$ cat src/rtl/usb_std_request_ext.sv
// Endpoint-0 chapter-9 request handler: decodes device/interface standard requests,
// streams descriptor/status bytes, and commits state changes after the status stage.
module usb_std_request_ext #(
    parameter int DESC_LEN = 36,
    parameter logic [8*DESC_LEN-1:0] DESC = {
        // config (9) + interface (9), bytes 35..18
        8'h00, 8'h00, 8'h00, 8'hFF, 8'h00, 8'h00, 8'h00, 8'h04, 8'h09,
        8'h32, 8'hC0, 8'h00, 8'h01, 8'h01, 8'h00, 8'h12, 8'h02, 8'h09,
        // device descriptor, bytes 17..0
        8'h01, 8'h00, 8'h00, 8'h00, 8'h01, 8'h00, 8'h56, 8'h78, 8'h12,
        8'h34, 8'h40, 8'h00, 8'h00, 8'h00, 8'h02, 8'h00, 8'h01, 8'h12
    },
    parameter int NUM_STRINGS = 0,
    parameter logic [16*((NUM_STRINGS == 0) ? 3 : NUM_STRINGS + 4)-1:0] DESC_OFFS =
        {16'd36, 16'd18, 16'd0},
    parameter int CONFIG_VALUE = 1,
    parameter int NUM_INTERFACES = 1,
    parameter int NUM_ALTS = 1,
    parameter bit SELF_POWERED = 1'b1
) (
    input  logic                        clock,
    input  logic                        reset,
    input  logic [3:0]                  ctl_xfer_endpoint,
    input  logic [7:0]                  ctl_xfer_type,
    input  logic [7:0]                  ctl_xfer_request,
    input  logic [15:0]                 ctl_xfer_value,
    input  logic [15:0]                 ctl_xfer_index,
    input  logic [15:0]                 ctl_xfer_length,
    input  logic                        ctl_xfer_req_i,
    output logic                        ctl_xfer_gnt_o,
    output logic                        ctl_xfer_stall_o,
    output logic                        ctl_tvalid_o,
    input  logic                        ctl_tready_i,
    output logic                        ctl_tlast_o,
    output logic [7:0]                  ctl_tdata_o,
    output logic [6:0]                  device_address,
    output logic [7:0]                  current_configuration,
    output logic                        configured,
    output logic [4*NUM_INTERFACES-1:0] alt_setting_o,
    output logic                        remote_wakeup_o,
    output logic                        standard_request
);

    localparam int NUM_OFFS = (NUM_STRINGS == 0) ? 3 : NUM_STRINGS + 4;

    localparam logic [7:0] REQ_GET_STATUS     = 8'd0;
    localparam logic [7:0] REQ_CLEAR_FEATURE  = 8'd1;
    localparam logic [7:0] REQ_SET_FEATURE    = 8'd3;
    localparam logic [7:0] REQ_SET_ADDRESS    = 8'd5;
    localparam logic [7:0] REQ_GET_DESCRIPTOR = 8'd6;
    localparam logic [7:0] REQ_GET_CONFIG     = 8'd8;
    localparam logic [7:0] REQ_SET_CONFIG     = 8'd9;
    localparam logic [7:0] REQ_GET_INTERFACE  = 8'd10;
    localparam logic [7:0] REQ_SET_INTERFACE  = 8'd11;

    typedef enum logic [1:0] {IDLE, DATA_IN, WAIT_END} state_t;
    typedef enum logic [2:0] {SRC_DESC, SRC_DEV_STATUS, SRC_ZERO, SRC_CONFIG, SRC_ALT} src_t;
    typedef enum logic [2:0] {CMT_NONE, CMT_ADDR, CMT_CONFIG, CMT_IFACE,
                              CMT_SET_WAKE, CMT_CLR_WAKE} commit_t;

    state_t  r_state, w_state_nxt;
    logic    r_req_d;
    logic    r_gnt, r_stall;
    src_t    r_src;
    logic [15:0] r_base, r_last, r_count, r_idx;
    commit_t r_commit;
    logic [7:0]  r_arg;
    logic [7:0]  r_tdata;
    logic [6:0]  r_address;
    logic [7:0]  r_config;
    logic [NUM_INTERFACES-1:0][3:0] r_alt;
    logic    r_remote_wakeup;

    logic        w_std, w_req_rise, w_accept, w_beat, w_last;
    logic        w_is_get, w_iface_ok, w_desc_ok;
    logic [4:0]  w_rcpt;
    logic [15:0] w_desc_k;
    logic        w_dec_stall, w_dec_data;
    src_t        w_dec_src;
    commit_t     w_dec_commit;
    logic [15:0] w_dec_base, w_dec_src_len, w_dec_len;
    src_t        w_sel_src;
    logic [15:0] w_sel_base, w_sel_idx, w_sel_iface, w_fetch_addr;
    logic [7:0]  w_fetch_byte;

    assign w_std      = (ctl_xfer_endpoint == 4'd0) && (ctl_xfer_type[6:5] == 2'b00);
    assign w_req_rise = ctl_xfer_req_i && !r_req_d;
    assign w_accept   = (r_state == IDLE) && w_req_rise && w_std;
    assign w_beat     = (r_state == DATA_IN) && ctl_tready_i;
    assign w_last     = (r_count == r_last);
    assign w_is_get   = ctl_xfer_type[7];
    assign w_rcpt     = ctl_xfer_type[4:0];
    assign w_iface_ok = ctl_xfer_index < 16'(NUM_INTERFACES);

    // Request decode: every standard request stalls unless a case below accepts it.
    always_comb begin
        // NOTE: every combinational output gets a default first so no path infers a latch.
        w_desc_ok     = 1'b0;
        w_desc_k      = 16'd0;
        w_dec_stall   = w_std;
        w_dec_data    = 1'b0;
        w_dec_src     = SRC_ZERO;
        w_dec_commit  = CMT_NONE;
        w_dec_base    = 16'd0;
        w_dec_src_len = 16'd0;

        case (ctl_xfer_value[15:8])
            8'd1: begin w_desc_k = 16'd0; w_desc_ok = 1'b1; end
            8'd2: begin w_desc_k = 16'd1; w_desc_ok = 1'b1; end
            8'd3: if (NUM_STRINGS != 0 &&
                      {8'h00, ctl_xfer_value[7:0]} <= 16'(NUM_STRINGS)) begin
                w_desc_k  = 16'd2 + {8'h00, ctl_xfer_value[7:0]};
                w_desc_ok = 1'b1;
            end
            default: ;
        endcase

        case (ctl_xfer_request)
            REQ_GET_STATUS:
                if (w_is_get && w_rcpt == 5'd0) begin
                    w_dec_stall = 1'b0; w_dec_data = 1'b1;
                    w_dec_src = SRC_DEV_STATUS; w_dec_src_len = 16'd2;
                end else if (w_is_get && w_rcpt == 5'd1 && w_iface_ok) begin
                    w_dec_stall = 1'b0; w_dec_data = 1'b1;
                    w_dec_src = SRC_ZERO; w_dec_src_len = 16'd2;
                end
            REQ_CLEAR_FEATURE, REQ_SET_FEATURE:
                if (!w_is_get && w_rcpt == 5'd0 && ctl_xfer_value == 16'd1) begin
                    w_dec_stall  = 1'b0;
                    w_dec_commit = (ctl_xfer_request == REQ_SET_FEATURE) ? CMT_SET_WAKE
                                                                         : CMT_CLR_WAKE;
                end
            REQ_SET_ADDRESS:
                if (!w_is_get && w_rcpt == 5'd0 && ctl_xfer_value < 16'd128) begin
                    w_dec_stall = 1'b0; w_dec_commit = CMT_ADDR;
                end
            REQ_GET_DESCRIPTOR:
                if (w_is_get && w_rcpt == 5'd0 && w_desc_ok) begin
                    w_dec_stall = 1'b0; w_dec_data = 1'b1; w_dec_src = SRC_DESC;
                    for (int k = 0; k < NUM_OFFS - 1; k++) begin
                        if (w_desc_k == 16'(k)) begin
                            w_dec_base    = DESC_OFFS[16*k +: 16];
                            w_dec_src_len = DESC_OFFS[16*(k+1) +: 16] - DESC_OFFS[16*k +: 16];
                        end
                    end
                end
            REQ_GET_CONFIG:
                if (w_is_get && w_rcpt == 5'd0) begin
                    w_dec_stall = 1'b0; w_dec_data = 1'b1;
                    w_dec_src = SRC_CONFIG; w_dec_src_len = 16'd1;
                end
            REQ_SET_CONFIG:
                if (!w_is_get && w_rcpt == 5'd0 &&
                    (ctl_xfer_value == 16'd0 || ctl_xfer_value == 16'(CONFIG_VALUE))) begin
                    w_dec_stall = 1'b0; w_dec_commit = CMT_CONFIG;
                end
            REQ_GET_INTERFACE:
                if (w_is_get && w_rcpt == 5'd1 && w_iface_ok && configured) begin
                    w_dec_stall = 1'b0; w_dec_data = 1'b1;
                    w_dec_src = SRC_ALT; w_dec_src_len = 16'd1;
                end
            REQ_SET_INTERFACE:
                if (!w_is_get && w_rcpt == 5'd1 && w_iface_ok && configured &&
                    ctl_xfer_value < 16'(NUM_ALTS)) begin
                    w_dec_stall = 1'b0; w_dec_commit = CMT_IFACE;
                end
            default: ;
        endcase

        w_dec_len = (w_dec_src_len < ctl_xfer_length) ? w_dec_src_len : ctl_xfer_length;
    end

    // Byte fetch: byte 0 comes from the live decode at accept, later bytes from the latched request.
    always_comb begin
        w_sel_src    = (r_state == IDLE) ? w_dec_src      : r_src;
        w_sel_base   = (r_state == IDLE) ? w_dec_base     : r_base;
        w_sel_iface  = (r_state == IDLE) ? ctl_xfer_index : r_idx;
        w_sel_idx    = (r_state == IDLE) ? 16'd0          : r_count + 16'd1;
        w_fetch_addr = w_sel_base + w_sel_idx;
        w_fetch_byte = 8'h00;
        case (w_sel_src)
            SRC_DESC:
                for (int b = 0; b < DESC_LEN; b++)
                    if (w_fetch_addr == 16'(b)) w_fetch_byte = DESC[8*b +: 8];
            SRC_DEV_STATUS:
                if (w_sel_idx == 16'd0) w_fetch_byte = {6'b0, r_remote_wakeup, SELF_POWERED};
            SRC_CONFIG:
                w_fetch_byte = r_config;
            SRC_ALT:
                for (int i = 0; i < NUM_INTERFACES; i++)
                    if (w_sel_iface == 16'(i)) w_fetch_byte = {4'b0, r_alt[i]};
            default: ;
        endcase
    end

    always_comb begin
        w_state_nxt = r_state;
        case (r_state)
            IDLE:
                if (w_accept)
                    w_state_nxt = (w_dec_data && w_dec_len != 16'd0) ? DATA_IN : WAIT_END;
            DATA_IN:
                if (!ctl_xfer_req_i)      w_state_nxt = IDLE;
                else if (w_beat && w_last) w_state_nxt = WAIT_END;
            WAIT_END:
                if (!ctl_xfer_req_i)      w_state_nxt = IDLE;
            default:                      w_state_nxt = IDLE;
        endcase
    end

    always_ff @(posedge clock or posedge reset) begin
        if (reset) r_state <= IDLE;
        else       r_state <= w_state_nxt;
    end

    always_ff @(posedge clock or posedge reset) begin
        if (reset) begin
            // NOTE: non-blocking assignments keep every register update on the same edge snapshot.
            r_req_d         <= 1'b0;
            r_gnt           <= 1'b0;
            r_stall         <= 1'b0;
            r_src           <= SRC_ZERO;
            r_base          <= 16'd0;
            r_last          <= 16'd0;
            r_count         <= 16'd0;
            r_idx           <= 16'd0;
            r_commit        <= CMT_NONE;
            r_arg           <= 8'd0;
            r_tdata         <= 8'd0;
            r_address       <= 7'd0;
            r_config        <= 8'd0;
            r_alt           <= '0;
            r_remote_wakeup <= 1'b0;
        end else begin
            r_req_d <= ctl_xfer_req_i;
            if (w_accept) begin
                r_gnt    <= !w_dec_stall;
                r_stall  <= w_dec_stall;
                r_src    <= w_dec_src;
                r_base   <= w_dec_base;
                r_last   <= w_dec_len - 16'd1;
                r_count  <= 16'd0;
                r_idx    <= ctl_xfer_index;
                r_arg    <= ctl_xfer_value[7:0];
                r_commit <= w_dec_stall ? CMT_NONE : w_dec_commit;
                r_tdata  <= w_fetch_byte;
            end else if (!ctl_xfer_req_i) begin
                r_gnt    <= 1'b0;
                r_stall  <= 1'b0;
                r_commit <= CMT_NONE;
                // Status stage finished: only a request that reached WAIT_END takes effect.
                if (r_state == WAIT_END) begin
                    case (r_commit)
                        CMT_ADDR:     r_address <= r_arg[6:0];
                        CMT_CONFIG: begin
                            r_config <= r_arg;
                            r_alt    <= '0;
                        end
                        CMT_IFACE:
                            for (int i = 0; i < NUM_INTERFACES; i++)
                                if (r_idx == 16'(i)) r_alt[i] <= r_arg[3:0];
                        CMT_SET_WAKE: r_remote_wakeup <= 1'b1;
                        CMT_CLR_WAKE: r_remote_wakeup <= 1'b0;
                        default: ;
                    endcase
                end
            end else if (w_beat && !w_last) begin
                r_count <= r_count + 16'd1;
                r_tdata <= w_fetch_byte;
            end
        end
    end

    assign ctl_xfer_gnt_o        = r_gnt;
    assign ctl_xfer_stall_o      = r_stall;
    assign ctl_tvalid_o          = (r_state == DATA_IN);
    assign ctl_tlast_o           = (r_state == DATA_IN) && w_last;
    assign ctl_tdata_o           = r_tdata;
    assign device_address        = r_address;
    assign current_configuration = r_config;
    assign configured            = (r_config != 8'd0);
    assign alt_setting_o         = r_alt;
    assign remote_wakeup_o       = r_remote_wakeup;
    assign standard_request      = w_std;

endmodule
$ cat config.mk
export PLATFORM = sky130hd
export DESIGN_NAME = usb_std_request_ext
export DESIGN_NICKNAME = d
export VERILOG_FILES = /design/src/rtl/usb_std_request_ext.sv
export SDC_FILE = /design/constraint.sdc
export NUM_CORES = 1
export LEC_CHECK = 0
export CAP_MARGIN = 15
export CORE_ASPECT_RATIO = 0.7
export CORE_MARGIN = 3
export CORE_UTILIZATION = 50
export CTS_BUF_LIST = sky130_fd_sc_hd__clkbuf_4 sky130_fd_sc_hd__clkbuf_8
export CTS_CLUSTER_SIZE = 16
export DETAILED_ROUTE_END_ITERATION = 8
export PLACE_DENSITY = 0.76
export SYNTH_ARGS = -nofsm -noshare
export SYNTH_HDL_FRONTEND = slang
export SYNTH_SLANG_ARGS = --single-unit
$ cat constraint.sdc
create_clock -name clock -period 3.9 [get_ports clock]
set_input_delay 0.78 -clock clock [delete_from_list [all_inputs] [get_ports clock]]
set_output_delay 0.78 -clock clock [all_outputs]
set_load 0.02 [all_outputs]
# Yosys cells after proc, flatten, opt, wreduce, memory -nomap -nowiden
# Index checks and enable logic that the tools add are counted.
totals:
  input_bits: 72
  elab_cells: 247
  ff_bits: 111
  out_inout_bits: 34
op_classes:
  n_reduce_logical: 53
  magnitude_cmp: 4
  addsub: 3
  bitwise: 2
  muxes: 105
  n_eq_ne: 64
ops:
  columns: ["cell", "n"]
  rows:
  - ["two-way mux 8 bit", 38]
  - ["== test 16 x 5 -> 1 bit, second input constant", 16]
  - ["two-way mux 16 bit", 9]
  - ["== test 16 x 4 -> 1 bit, second input constant", 8]
  - ["zero test 16 bit", 6]
  - ["== test 16 x 3 -> 1 bit, second input constant", 4]
  - ["== test 16 x 6 -> 1 bit, second input constant", 4]
  - ["case mux 16 bit (4 select lines)", 1]
  - ["== test 16 x 1 -> 1 bit, second input constant", 3]
  - ["== test 16 x 2 -> 1 bit, second input constant", 2]
  - ["== test 8 x 4 -> 1 bit, second input constant", 4]
  - ["< comparator 16 x 1 -> 1 bit, second input constant", 2]
  - ["case mux 8 bit (4 select lines)", 1]
  - ["two-way mux 5 bit", 5]
  - ["two-way mux 1 bit", 24]
  - ["two-way mux 2 bit", 12]
  - ["case mux 3 bit (4 select lines)", 2]
  - ["logical AND 1 bit", 22]
  - ["two-way mux 3 bit", 6]
  - ["adder 16 x 1 -> 16 bit, second input constant", 1]
  - ["adder 16 bit", 1]
  - ["== test 16 bit", 1]
  - ["== test 8 x 1 -> 1 bit, second input constant", 2]
  - ["== test 8 x 2 -> 1 bit, second input constant", 2]
  - ["35 further kinds", 55]

# Longest topological paths before layout
logic_depth:
  word_depth: 49
  depth_mapped: 17
  ltp_nobuf: 15

# Least setup slack after synthesis
# Ideal clock, no wire load.
synth_path:
  path_kind: "input port to flip-flop"
  start: "input ctl_xfer_request[5]"
  end: "register r_tdata[1] (netlist: ctl_tdata_o[1])"
  path_stages: 16
  t_arrival_ps: 4527
  path_slack_ps: -696
  setup_ps: 69
  path_cell_list: "nor4_2 -> nand3_1 -> nor3_1 -> nand3b_1 -> o21ai_0 -> ha_1 -> ha_1 -> nand3_1 -> mux2_2 -> mux2_2 -> o22ai_1 -> buf_2 -> inv_1 -> a311o_1 -> a2111o_1 -> nand3_1"
synth_via:
  elab_chain_len: 45
synth_rtl:
  columns: ["element", "line", "source"]
  rows:
  - ["start, declared", "25", "input logic [7:0] ctl_xfer_request,"]
  - ["== test 8 x 3 -> 1 bit", "118", "case (ctl_xfer_request)"]
  - ["two-way mux 5 bit", "118", null]
  - ["two-way mux 16 bit", "176", "w_sel_base = (r_state == IDLE) ? w_dec_base : r_base;"]
  - ["adder 16 bit", "179", "w_fetch_addr = w_sel_base + w_sel_idx;"]
  - ["zero test 16 bit", "184", "if (w_fetch_addr == 16'(b)) w_fetch_byte = DESC[8*b +: 8];"]
  - ["two-way mux 5 bit", "184", null]
  - ["two-way mux 8 bit (35 in series)", "184", null]
  - ["case mux 8 bit (4 select lines) *", "181", "case (w_sel_src)"]
  - ["two-way mux 8 bit", "267", "end else if (w_beat && !w_last) begin"]
  - ["two-way mux 8 bit", "247", "end else if (!ctl_xfer_req_i) begin"]
  - ["two-way mux 8 bit *", "236", "if (w_accept) begin"]
  - ["end signal, assigned", "246", "r_tdata <= w_fetch_byte;"]
  - ["end signal, assigned", "269", "r_tdata <= w_fetch_byte;"]
  - ["end, declared", "68", "logic [7:0] r_tdata;"]
# Mark *: on every way between the ends. The rest lies on a longest branch, timed or not. The select of a mux whose other input is x is not followed.
# A chain may end at the register's enable or synchronous reset.

# Worst setup path in the final report
layout_path:
  start: "input ctl_xfer_index[15]"
  end: "register r_last[12]"
layout_via:
  elab_chain_len: 8
layout_rtl:
  columns: ["element", "line", "source"]
  rows:
  - ["start, declared", "27", "input logic [15:0] ctl_xfer_index,"]
  - ["< comparator 16 x 1 -> 1 bit *", "93", "assign w_iface_ok = ctl_xfer_index < 16'(NUM_INTERFACES);"]
  - ["logical AND 1 bit *", "123, 158", null]
  - ["two-way mux 2 bit or logical AND 1 bit (tied branches)", "123, 158", null]
  - ["two-way mux 2 bit or two-way mux 1 bit (tied branches)", "120, 158", null]
  - ["case mux 16 bit (4 select lines) *", "118", null]
  - ["< comparator 16 bit", "170", "w_dec_len = (w_dec_src_len < ctl_xfer_length) ? w_dec_src_len : ctl_xfer_length;"]
  - ["two-way mux 16 bit *", "170", null]
  - ["subtractor 16 x 1 -> 16 bit *", "241", "r_last <= w_dec_len - 16'd1;"]
  - ["end signal, assigned", "241", null]
  - ["end, declared", "65", "logic [15:0] r_base, r_last, r_count, r_idx;"]
# Mark *: on every way between the ends. The rest lies on a longest branch, timed or not.

==> out/qor.csv <==
stage,metric,value,unit
worst_setup_path,ordered cell list for the critical path,"clkdlybuf4s50_1, nor4_2, buf_4, nand4_1, o21ai_1, a21o_1, ha_1, a311oi_2, nor3_2, buf_4, mux2i_1, ha_2, buf_4, nand2b_1, a2bb2oi_2, nand2_2, o21a_1",
timing,fin. max-slew vios,0,
worst_setup_path,WS Path Type,input port to register,
placed_design,dpl hpwl,14650,µm
logic_synthesis,post-synthesis sequential area ratio,39.13,%
logic_synthesis,number of library cell types mapped by synthesis,82,
clock_network,hold buffer count at CTS,0,
worst_hold_path,Hold Crit Depth,2,
clock_network,total clock sinks,96,
logic_synthesis,Mean Syn Cell Area,8.651,µm²
worst_hold_path,Min-Delay Path Class,register to register,
timing,clk_skew,0.01812,ns
worst_setup_path,Slowest cell on crit path,clkdlybuf4s50_1,
finish,"Net count, final",969,
timing,Final setup viols,2,
routing,Starting DRT DRC Count,524,
routing,"antenna viol nets, final",0,
worst_setup_path,cell class contributing the biggest share of worst-path delay,compound AO/OA/AOI/OAI gates,
placed_design,Port Buffers,105,
logic_synthesis,Synth Warn #,0,
die,die height,98.73,µm
pwr,Power Density,243.9,nW/µm²
grt,gr usage total,27.97,%
routing,final WL,19750,µm
timing,setup_tns,-0.01595,ns
worst_setup_path,Worst Reg-to-Reg Cells,12,
die,Chip Width,138.5,µm
finish,layout cells sized above 1,22.91,%
die,I/O pin count,106,
die,core area,11850,µm²
logic_synthesis,"area leader, netlist",dfrtp_1,
routing,DRC,0,
logic_synthesis,ys flop type,dfrtp_1,
finish,"commonest non-fill, non-tap cell in the layout",nand2_1,
finish,"commonest non-fill, non-tap cells in the layout","nand2_1 (127), buf_4 (100), dfrtp_1 (95)",
pwr,Max VDD drop,0.0002317,V
grt,largest net degree at the start of global routing,59,
worst_setup_path,critical-path maximum fanout,7,
worst_setup_path,Critical Path End Type,register,
clock_network,"Reg clk slew, reported paths",0.11,ns
worst_setup_path,CP max stage delay,0.46,ns
finish,P&R area growth vs syn,38.70,%
grt,initial antenna violation count,0,
worst_setup_path,Worst Path Required,4.17,ns
routing,vias per cell,6.069,
routing,vias,6385,
grt,first-pass GRT wire length,31730,µm
clock_network,"Clk Latency, worst-skew pair",0.38,ns
die,initial core utilization,51.83,%
routing,routed length per instance,18.77,µm
logic_synthesis,"EDFF count, synth",0,
clock_network,H-tree lvl count,3,
logic_synthesis,top cell type's share of synthesized area,38.70,%
timing,Highest Clock Rate,255.6,MHz
clock_network,Root Driver,clkbuf_8,
timing,Hold Fails Final Rpt,0,
grt,vias in the first global route,6330,
logic_synthesis,mapped cell area,6142,µm²
clock_network,Clock Path Buffers,2,
worst_setup_path,Buf/Inv on CP,4,
placed_design,Final GP Congestion,0.9428,
logic_synthesis,Synth Net Count,789,
die,Rows,33,
worst_setup_path,critical path's most frequent cell,buf_4,
timing,Period minus WS final,3.912,ns
run_status,run status,finished with violations,
pwr,total power,2.078,mW
finish,utilization after layout,71.89,%
timing,Slew @ Worst Pin,1.028,ns
timing,Setup WS post-layout,-0.01200,ns
run,Max-Cap Viols,0,
worst_setup_path,WP depth,17,
placed_design,Place WS,-0.6561,ns
routing,first-pass iteration count of the detailed router,5,
logic_synthesis,Synth area leaders,"dfrtp_1 (39%), nand2_1 (7.9%), o21ai_0 (3.9%), xnor2_1 (3.9%), mux2_2 (3.3%)",
worst_setup_path,crit start category,input port,
finish,n_diodes,0,
timing,worst rel slew slack,31.50,%
logic_synthesis,asr flop ratio synth,100.0,%
die,die area,13670,µm²
logic_synthesis,Syn Inst Count,710,
logic_synthesis,Synth Register Bits,96,
timing,Tcrit/Tclk final,100.3,%
clock_network,CTS Buf Count,9,
finish,FILL cells,910,
run_status,failing checks,setup timing,
clock_network,CTS tree,built,
pwr,Pleak,3.786,nW
grt,residual overflow from global routing,0,
worst_setup_path,worst path arrival time,4.18,ns
timing,Fin Hold WS,0.4875,ns
==> state kept, by name (all words and copies together), names as in the netlist, 2 cells and up <==
signal                 flops
alt_setting_o              4
r_idx                     16
ctl_tdata_o                8
r_commit                   3
r_state                    2
r_arg                      8
device_address             7
r_src                      3
current_configuration      8
r_last                    16
r_count                   16
==> worst min-delay path, cell delays in order, from the launching register on <==
cell	delay, ns
dfrtp_1	0.36
nand2_1	0.05
nand2_1	0.05
==> path summary, 6_finish.rpt <==
path / end / start / slack (ns)
setup reg to reg: ctl_tdata_o[1]$_DFFE_PP0P_ / r_count[2]$_DFFE_PP0P_ / 0.38
hold reg to reg: r_idx[11]$_DFFE_PP0P_ / r_idx[11]$_DFFE_PP0P_ / 0.49
setup / recovery: r_last[12]$_DFFE_PP0P_ / ctl_xfer_index[15] / -0.01
max in group asynchronous: r_count[6]$_DFFE_PP0P_ / reset / 2.19
min in group asynchronous: r_state[1]$_DFFE_PP0P_ / reset / 0.91
hold / removal: r_idx[11]$_DFFE_PP0P_ / r_idx[11]$_DFFE_PP0P_ / 0.49
==> layout make-up <==
class / instances / area [µm²] / share of cell area, %
tap: 157 / 196.4 / 2.306
clock buffer: 9 / 123.9 / 1.454
clock inverter: 7 / 95.09 / 1.116
sequential: 96 / 2404 / 28.21
multi-input combinational: 559 / 3826 / 44.91
timing repair buffer: 207 / 1809 / 21.24
inverter: 17 / 65.06 / 0.7637
==> per-layer routing <==
layer | track usage, % | vias up | part of all wire, %
met4 | 7.745 | 0 | 2.0
li1 | - | 2951 | -
met1 | 37.98 | 3109 | 42
met5 | 0 | - | 0
met2 | 45.24 | 283 | 48
met3 | 6.741 | 42 | 7.9
==> cells in the mapped netlist, drive strengths merged, types with 3 or more instances <==
cell and number:
a2111oi 4, inv 17, a41oi 4, xor2 5, nor4 24, nor2b 9
o31ai 13, nand2 129, nand4 17, mux2i 5, a21o 12, a31oi 7
nand4b 4, a21oi 18, and2 8, and3 11, nor2 39, nand3b 5
nor3 23, a31o 3, nand3 28, dfrtp 95, clkbuf 29, or3 8
mux2 18, ha 7, or4 5, nand2b 8, o21ai 53, o211ai 3
xnor2 27, buf 9, a22o 6, nor4b 3, o21a 7, a22oi 7
==> report_power, final <==
| group | switching (mW) | total, mW | internal [mW] |
|---|---|---|---|
| sequential | 0.0327 | 1.07 | 1.04 |
| combinational | 0.124 | 0.267 | 0.144 |
| clock | 0.423 | 0.740 | 0.317 |
| total | 0.579 | 2.08 | 1.50 |
==> through the flow <==
stage,instances,area [µm²]
floorplan,710,6262
global placement,1017,7965
detailed placement,1017,7965
CTS,1041,8287
global route,1052,8519
finish,1052,8519
==> cell families after synthesis <==
group	Yosys count	share of synthesized area [%]
AND/OR/NAND/NOR	332	28.38
adder cells (fa/ha/maj)	7	1.426
XOR/XNOR	32	4.685
flip-flops	96	39.13
AO/OA/AOI/OAI	165	18.58
buffers and inverters	55	3.687
multiplexers	23	4.115
==> repair_timing <==
action                     4_1_cts  5_1_grt
setup buffers                    8       11
setup endpoints to repair       14       16
resized for setup               32       40
pin swaps                       14       30
cloned                           0        0
Power figures use the tool's default switching activity.
==> patch (same flow settings) <==
Register the output `configured`, without a reset; this adds one clock of latency there. The other outputs are not delayed to match.
--- a/src/rtl/usb_std_request_ext.sv
+++ b/src/rtl/usb_std_request_ext.sv
@@ -58,6 +58,8 @@
     typedef enum logic [2:0] {CMT_NONE, CMT_ADDR, CMT_CONFIG, CMT_IFACE,
                               CMT_SET_WAKE, CMT_CLR_WAKE} commit_t;
 
+    logic configured_d;
+
     state_t  r_state, w_state_nxt;
     logic    r_req_d;
     logic    r_gnt, r_stall;
@@ -155,12 +157,12 @@
                     w_dec_stall = 1'b0; w_dec_commit = CMT_CONFIG;
                 end
             REQ_GET_INTERFACE:
-                if (w_is_get && w_rcpt == 5'd1 && w_iface_ok && configured) begin
+                if (w_is_get && w_rcpt == 5'd1 && w_iface_ok && configured_d) begin
                     w_dec_stall = 1'b0; w_dec_data = 1'b1;
                     w_dec_src = SRC_ALT; w_dec_src_len = 16'd1;
                 end
             REQ_SET_INTERFACE:
-                if (!w_is_get && w_rcpt == 5'd1 && w_iface_ok && configured &&
+                if (!w_is_get && w_rcpt == 5'd1 && w_iface_ok && configured_d &&
                     ctl_xfer_value < 16'(NUM_ALTS)) begin
                     w_dec_stall = 1'b0; w_dec_commit = CMT_IFACE;
                 end
@@ -278,9 +280,13 @@
     assign ctl_tdata_o           = r_tdata;
     assign device_address        = r_address;
     assign current_configuration = r_config;
-    assign configured            = (r_config != 8'd0);
+    assign configured_d          = (r_config != 8'd0);
     assign alt_setting_o         = r_alt;
     assign remote_wakeup_o       = r_remote_wakeup;
     assign standard_request      = w_std;
 
+    always_ff @(posedge clock) begin
+        configured <= configured_d;
+    end
+
 endmodule
Behaviour: not the same (Yosys sat finds a counterexample within 4 cycles, from zero or initial values and one cycle with reset high).
==> patch against the unedited design <==
Total power down 6.2%; synthesized cell count up 3.0%; synthesized area up 1.2%; the flow still finishes with violations (negative setup slack); wire length down 2.6%; critical endpoint is now ctl_tdata_o[5]$_DFFE_PP0P_; design area down 0.98%; global-route usage down 0.78 points; worst hold slack better by 0.0022 ns; sequential cell count up 1; setup slack worse by 0.049 ns.
==> patch: results (changes against the unedited design) <==
Timing
  • PnR worst setup slack: -0.0609 ns (-0.0489 ns)
  • Relative slew slack: 31.2% (-0.34 points)
  • Fin Setup TNS: -0.168 ns (-0.152 ns)
  • Worst hold slack: 0.490 ns (+0.00217 ns)
  • Final Setup Violations: 7 (+5)
  • Max Clock Skew: 0.00905 ns (-0.00907 ns)

Placed design
  • PortBufs: 105 (unchanged)
  • DP Wirelength: 14200 um (-2.9%)
  • Cell Area, Placed: 0.00788 mm2 (-1.1%)
  • GPL Wtd Cong: 0.903 (-4.3%)
  • Dpl cells: 1019 (+0.20%)
  • DP Worst Slack: -0.868 ns (-0.212 ns)

Detailed routing
  • 1st-iter DRT viols: 632 (+21%)
  • Met2 Wirelength: 8740 um (-8.2%)
  • Met3 Routed Length: 1270 um (-18%)
  • Total wire length: 19200 um (-2.6%)
  • DRT met1 WL: 9020 um (+9.0%)
  • Post-DR vias/cell: 6.05 (-0.38%)
  • Via count: 6403 (+0.28%)

Global route
  • Largest net degree at the start of global routing: 50 (-15%)
  • Vias in the first global route: 6027 (-4.8%)
  • Total GRT Usage: 27.2% (-0.78 points)

Synth
  • Top cells by area, synth: dfrtp_1, nand2_1, o21ai_0
  • Number of library cell types mapped by synthesis: 83 (+1.2%)
  • Post-synthesis cell count: 731 (+3.0%)
  • Post-synthesis sequential area ratio: 39.0% (-0.14 points)
  • Top cells by count, synth: nand2_1, dfrtp_1, nor2_1
  • Synthesized netlist net count: 810 (+2.7%)

Critical path
  • Flop-to-flop setup slack: 0.47 ns (+0.09 ns)
  • CP max-delay cell: or4_4
  • Worst Setup SP: ctl_xfer_request[6]
  • Arrival time worst endpoint: 4.24 ns (+0.06 ns)
  • Worst Setup EP: ctl_tdata_o[5]$_DFFE_PP0P_
  • CP peak stage delay: 0.53 ns (+0.07 ns)
  • Critical R2R Launch: r_count[1]$_DFFE_PP0P_
  • Max FO, Critical Path: 5 (-2)
  • CP delay by family, top: simple AND/OR/NAND/NOR gates

Hold path
  • Hold endpoint: r_base[1]$_DFFE_PP0P_
  • Hold wc startpoint: r_base[1]$_DFFE_PP0P_

Clock tree
  • Post-CTS setup buffers: 18 (+10)
  • Post-cts gate resize count: 37 (+16%)

Status
  • Failing checks: negative setup slack
  • Status: finished with violations

Power and ir drop
  • Flop pwr share: 55.5% (+4.0 points)
  • Maximum VDD drop: 0.183 mV (-21%)
  • Combinational Power: 0.000251 W (-6%)
  • Leak: 3.76 nW (-0.80%)

Cells and area
  • Share of layout cells above drive strength 1: 21.8% (-1.1 points)
  • # fillers: 897 (-1.4%)
  • Layout net count: 976 (+0.72%)
  • Area Overhead vs Synth: 35.7%
[patch: cell count changes in the layout (fill, tap and decap cells not counted), sizes merged, moves of 5 or more]
cell and delta:
xor2 +20, nor2 +17, xnor2 -17, nor4 +12, a21oi +6, buf -6
dlygate4sd2 -6, nand4 -6, o211ai +6, o21a -6, nor2b -5
[patch: final cells by class]
type	instances	area share, %
Sequential cell	97	28.7
Clock inverter	7	0.638
Tap cell	157	2.33
Clock buffer	9	1.47
Timing Repair Buffer	199	21.0
Multi-Input combinational cell	570	44.9
Inverter	20	0.905
[patch: cells by family after synthesis]
kind of cell	synth area share [%]
AND/OR/NAND/NOR	28.3
AO/OA/AOI/OAI	18.2
flip-flops	39.0
buffers and inverters	4.25
XOR/XNOR	5.05
multiplexers	3.78
adder cells (fa/ha/maj)	1.41
[patch: layer usage]
layer / up-vias / global-route usage (%)
met1: 3151 / 40.9
li1: 2990 / -
met5: - / 0
met2: 242 / 41.9
met3: 20 / 4.66
met4: 0 / 5.11
